--- config.mk ---
export PLATFORM = sky130hd
export DESIGN_NAME = instr_fetch_unit
export DESIGN_NICKNAME = d
export VERILOG_FILES = /design/src/rtl/instr_fetch_unit.sv
export SDC_FILE = /design/constraint.sdc
export NUM_CORES = 1
export LEC_CHECK = 0
export ABC_AREA = 1
export BUFFER_PORTS_ARGS = -buffer_cell sky130_fd_sc_hd__buf_2
export CAP_MARGIN = 40
export CELL_PAD_IN_SITES_DETAIL_PLACEMENT = 0
export CELL_PAD_IN_SITES_GLOBAL_PLACEMENT = 1
export CORE_MARGIN = 5
export CORE_UTILIZATION = 41
export CTS_BUF_LIST = sky130_fd_sc_hd__clkbuf_8 sky130_fd_sc_hd__clkbuf_16
export CTS_CLUSTER_DIAMETER = 150
export DETAILED_ROUTE_END_ITERATION = 7
export PLACE_DENSITY = 0.82
export SYNTH_ARGS = -nofsm -noshare
export SYNTH_HDL_FRONTEND = slang
export SYNTH_SLANG_ARGS = --single-unit
--- constraint.sdc ---
create_clock -name clk -period 3.9 [get_ports clk]
set_input_delay 0.195 -clock clk [delete_from_list [all_inputs] [get_ports clk]]
set_output_delay 0.195 -clock clk [all_outputs]
set_load 0.005 [all_outputs]
--- src/rtl/instr_fetch_unit.sv ---
// Instruction fetch front end: fetches words from instruction memory over a
// req/ack handshake, buffers {pc, instr} pairs in a small FIFO and presents the
// head to the decoders over valid/ready. Branch redirects flush the FIFO and
// drop any in-flight wrong-path fetch.
module instr_fetch_unit #(
    parameter int              PC_W      = 8,
    parameter int              INSTR_W   = 32,
    parameter int              BUF_DEPTH = 2,
    parameter logic [PC_W-1:0] RESET_PC  = '0
) (
    input  logic               clk,
    input  logic               rst_n,
    output logic               imem_req,
    output logic [PC_W-1:0]    imem_addr,
    input  logic               imem_ack,
    input  logic [INSTR_W-1:0] imem_rdata,
    output logic               dec_valid,
    input  logic               dec_ready,
    output logic [INSTR_W-1:0] instr,
    output logic [5:0]         op,
    output logic [5:0]         fcode,
    output logic [PC_W-1:0]    pc_out,
    input  logic               redirect,
    input  logic [PC_W-1:0]    redirect_pc
);

    localparam int PTR_W = (BUF_DEPTH > 1) ? $clog2(BUF_DEPTH) : 1;
    localparam int CNT_W = $clog2(BUF_DEPTH + 1);
    localparam logic [CNT_W-1:0] DEPTH_C = CNT_W'(BUF_DEPTH);
    localparam logic [PTR_W-1:0] LAST_C  = PTR_W'(BUF_DEPTH - 1);
    localparam logic [PC_W-1:0]  STEP_C  = PC_W'(4);

    typedef enum logic [1:0] {
        IDLE    = 2'd0,
        REQ     = 2'd1,
        DISCARD = 2'd2
    } state_t;

    state_t state, state_nxt;

    logic [PC_W-1:0]    pc_mem    [BUF_DEPTH];
    logic [INSTR_W-1:0] instr_mem [BUF_DEPTH];
    logic [PTR_W-1:0]   wr_ptr, rd_ptr;
    logic [CNT_W-1:0]   count, count_after;
    logic [PC_W-1:0]    target_pc;
    logic               push, pop, mid_request;

    function automatic logic [PTR_W-1:0] ptr_inc(input logic [PTR_W-1:0] p);
        return (p == LAST_C) ? '0 : p + PTR_W'(1);
    endfunction

    // A redirect squashes both the pop and any returning word in its cycle.
    assign push        = (state == REQ) && imem_ack && !redirect;
    assign pop         = dec_valid && dec_ready && !redirect;
    assign count_after = count + CNT_W'(push) - CNT_W'(pop);
    assign mid_request = imem_req && !imem_ack;

    // State register.
    always_ff @(posedge clk or negedge rst_n) begin
        if (!rst_n) state <= IDLE;
        else        state <= state_nxt;
    end

    // Next-state logic; redirect takes priority over normal fetch flow.
    always_comb begin
        state_nxt = state;
        case (state)
            IDLE: begin
                if (redirect || (count < DEPTH_C)) state_nxt = REQ;
            end
            REQ: begin
                if (redirect)      state_nxt = imem_ack ? REQ : DISCARD;
                else if (imem_ack) state_nxt = (count_after < DEPTH_C) ? REQ : IDLE;
            end
            DISCARD: begin
                // The wrong-path word is dropped; a fresh redirect in the same
                // cycle simply becomes the new fetch address.
                if (imem_ack) state_nxt = REQ;
            end
            default: state_nxt = IDLE;
        endcase
    end

    // Output decode: a request is outstanding in every non-idle state.
    always_comb begin
        imem_req = (state != IDLE);
    end

    // Fetch address and pending redirect target; the address never moves while
    // a request is waiting for its ack.
    always_ff @(posedge clk or negedge rst_n) begin
        if (!rst_n) begin
            imem_addr <= RESET_PC;
            target_pc <= RESET_PC;
        end else if (redirect) begin
            target_pc <= redirect_pc;
            if (!mid_request) imem_addr <= redirect_pc;
        end else if (push) begin
            imem_addr <= imem_addr + STEP_C;
        end else if ((state == DISCARD) && imem_ack) begin
            imem_addr <= target_pc;
        end
    end

    // FIFO control: pointers and occupancy, cleared on redirect.
    always_ff @(posedge clk or negedge rst_n) begin
        if (!rst_n) begin
            wr_ptr <= '0;
            rd_ptr <= '0;
            count  <= '0;
        end else if (redirect) begin
            wr_ptr <= '0;
            rd_ptr <= '0;
            count  <= '0;
        end else begin
            if (push) wr_ptr <= ptr_inc(wr_ptr);
            if (pop)  rd_ptr <= ptr_inc(rd_ptr);
            count <= count_after;
        end
    end

    // FIFO storage; contents are only observed through the valid-gated head.
    always_ff @(posedge clk) begin
        if (push) begin
            pc_mem[wr_ptr]    <= imem_addr;
            instr_mem[wr_ptr] <= imem_rdata;
        end
    end

    // Head presentation; all fields read as zero when the FIFO is empty.
    always_comb begin
        dec_valid = (count != '0);
        instr     = dec_valid ? instr_mem[rd_ptr] : '0;
        pc_out    = dec_valid ? pc_mem[rd_ptr]    : '0;
        op        = instr[INSTR_W-1 -: 6];
        fcode     = instr[5:0];
    end

endmodule
==> summary.txt <==
Run status
  • Status: complete, no violations

Global routing
  • Global route total overflow: 0
  • Maximum number of pins on one net before global-route repair: 44
  • GR peak layer: met2
  • GR met1 Demand/Resource: 0.1848
  • Initial antenna violation count: 0
  • GRT met2 Usage: 0.2216
  • Total Routing Usage GR: 0.1390
  • Global-route wire length before repair: 13.92 mm
  • Vias in the first global route: 2779
  • Grt met3 use: 0.03859

STA
  • Final hold vios: 0
  • Count of final setup violators: 0
  • Min setup slack post-route: 1731 ps
  • Final Slew Violations: 0
  • Final period util: 0.5561
  • Setup Skew: 11.05 ps
  • Crit path time final: 2169 ps
  • RSZ-0062 raised after global routing: false
  • Setup tns final: 0 ps
  • Slew headroom: 0.4986
  • Tightest Pin Transition: 750.3 ps
  • Fmax: 0.4611 GHz

Floorplan
  • Initial Utilization: 0.4149
  • Core footprint: 0.01018 sq mm
  • Ports: 107
  • Die Span Y: 111.5 microns
  • Die area: 0.01244 sq mm
  • Die W: 111.5 microns
  • # rows: 37

Layout
  • P&R area growth vs syn: 19.63%
  • Layout Nets: 517
  • Ant diodes: 0
  • Multi-input gate area: 0.001047 sq mm
  • Reg area: 0.002953 sq mm
  • Share of cells above drive strength 1: 0.3038
  • Final cell count without fillers: 610
  • FILL cells: 917

Routing
  • DR vias/cell: 4.810
  • Drt pass-1 iters: 4
  • Antenna Nets Post-Route: 0
  • Drt wl/cell: 14.41 microns
  • Drt first-iter violations: 180
  • Total wire length: 8.792 mm
  • Drc violations: 0
  • Via count: 2934

CTS
  • CTS root buf: clkbuf_8
  • Clk sinks: 102
  • Cts repair resizes: 0
  • Max Buffers Root-to-Sink: 2
  • CTS tree: yes
  • H-tree levels: 3
  • Worst-Skew Late Latency: 360 ps
  • Clock Pin Slew Worst Setup and Hold Paths: 110 ps
  • Total CTS buffers: 9

Min path
  • Hold_sp: imem_rdata[1]
  • Worst hold path class: input pin to flip-flop

Placement
  • DP Wirelength: 6.110 mm
  • Placed Cells incl. Taps: 592
  • I/O Buffers: 106
  • Pre-CTS setup slack: 1777 ps
  • RePlAce Congestion: 0.7903

Logic synthesis
  • Seq/Total Area, Yosys: 0.6988
  • Syn avg cell area: 11.33 sq um
  • Ys async rst share: 0.2157
  • Synth Cell Area: 0.004225 sq mm
  • Dominant synthesized flop cell: edfxtp_1
  • Post-Syn Instances: 373
  • Number of synthesized register bits: 102
  • Post-synth EDFFs: 80
  • Yosys warns: 0
  • Number of distinct library cells after synthesis: 25
  • Syn nets: 420

Critical path
  • CP required: 3700 ps
  • Crit path arrival time: 1970 ps
  • Startpoint types: flip-flop
  • Crit Path Max Fanout: 25
  • Reg-to-Reg Start: count[1]
  • CP Capture Type: output pin
  • Crit path from: rd_ptr
  • Type of the worst setup path: flip-flop to output pin

Job
  • Max cap viols: 0

Power
  • Pwr per Cell Area: 598.8 mW/mm^2
  • Leak: 2.188 nW
  • Worst VDD drop: 0.0002569 V
[cell families (layout without fill, tap and decap cells)]
group	after synthesis	after routing	synth area share
AND/OR/NAND/NOR	158	158	0.1492
adder cells (fa/ha/maj)	2	2	0.005921
XOR/XNOR	3	3	0.006220
AO/OA/AOI/OAI	62	62	0.08114
flip-flops	102	102	0.6988
buffers and inverters	46	147	0.05863
[area by class of cell]
cell class | count | share of cell area
Timing Repair Buffer | 114 | 0.1262
Clock inverter | 6 | 0.01089
Sequential cell | 102 | 0.5842
Clock buffer | 9 | 0.02450
Tap cell | 136 | 0.03366
Multi-Input combinational cell | 225 | 0.2072
Inverter | 18 | 0.01337
[registers in the layout, indices dropped and copies added (netlist names)]
| register | flops |
|---|---|
| target_pc | 8 |
| state | 2 |
| wr_ptr | 1 |
| imem_addr | 8 |
| instr_mem | 64 |
| rd_ptr | 1 |
| count | 2 |
| pc_mem | 16 |
[through the flow]
stage / instance area (sq um) / util / total power, mW / hold WS (ps)
floorplan: 4225 / - / 2.079 / -100.6
global placement: 4791 / 0.4704 / 2.422 / 190.7
detailed placement: 4846 / 0.4758 / 2.459 / 193.6
CTS: 5035 / 0.4943 / 3.067 / 1.280
global route: 5055 / 0.4963 / 3.230 / 2.733
finish: 5055 / 0.4963 / 3.027 / 17.82
[critical path, stage by stage, from the launching register on]
cell     delay (ps)
dfrtp_1         390
inv_1           390
buf_4           390
nand2_1          90
a21oi_1         210
buf_2           160
[cells in the mapped netlist, drive strengths merged, types with 3 or more instances]
cell type | n | share of area
dfrtp | 22 | 0.13
clkbuf | 4 | 0.0036
inv | 18 | 0.016
edfxtp | 80 | 0.57
nand2 | 129 | 0.12
buf | 24 | 0.039
xor2 | 3 | 0.0062
nor2 | 16 | 0.016
o21ai | 11 | 0.013
a21oi | 46 | 0.057
nand3 | 10 | 0.014
[layer usage]
metal  share of wire  vias up
met1            0.44     1354
met5               0        -
met4           0.016        0
li1                -     1450
met2            0.47      118
met3           0.082       12
[worst paths after layout]
path / to / slack, ps / depth (start not counted)
worst min register to register: target_pc[5] / 470 / 2
worst min-delay path: instr_mem[1][1] / 20 / 1
max in group asynchronous: imem_addr[0] / 3230 / 2
min in group asynchronous: target_pc[1] / 330 / 2
worst max-delay path: instr[27] / 1730 / 5
worst max register to register: state[0] / 1740 / 13
[cells in the final DEF (no fill, tap or decap), drive strengths merged]
| cell | n |
|---|---|
| nand2 | 129 |
| buf | 111 |
| edfxtp | 80 |
| a21oi | 46 |
| dfrtp | 22 |
| inv | 22 |
| nor2 | 16 |
| o21ai | 11 |
| nand3 | 10 |
| clkbuf | 9 |
| xor2 | 3 |
| dlygate4sd3 | 3 |
| o31ai | 2 |
| a22oi | 2 |
| nor3 | 2 |
| ha | 2 |
| clkinvlp | 2 |
| nand4 | 1 |
| a31oi | 1 |
[power by group]
group	internal, mW	leakage, nW	total, mW	switching, mW
registers	1.36	1.00	1.46	0.105
clock network	0.242	0.0862	0.611	0.369
logic	0.358	1.10	0.952	0.594
[what timing repair did]
action	in CTS	in global routing
buffers inserted	0	0
hold buffers	1	2
endpoints found under the hold margin	22	4
Note: power is estimated with default switching activity, not from simulation.
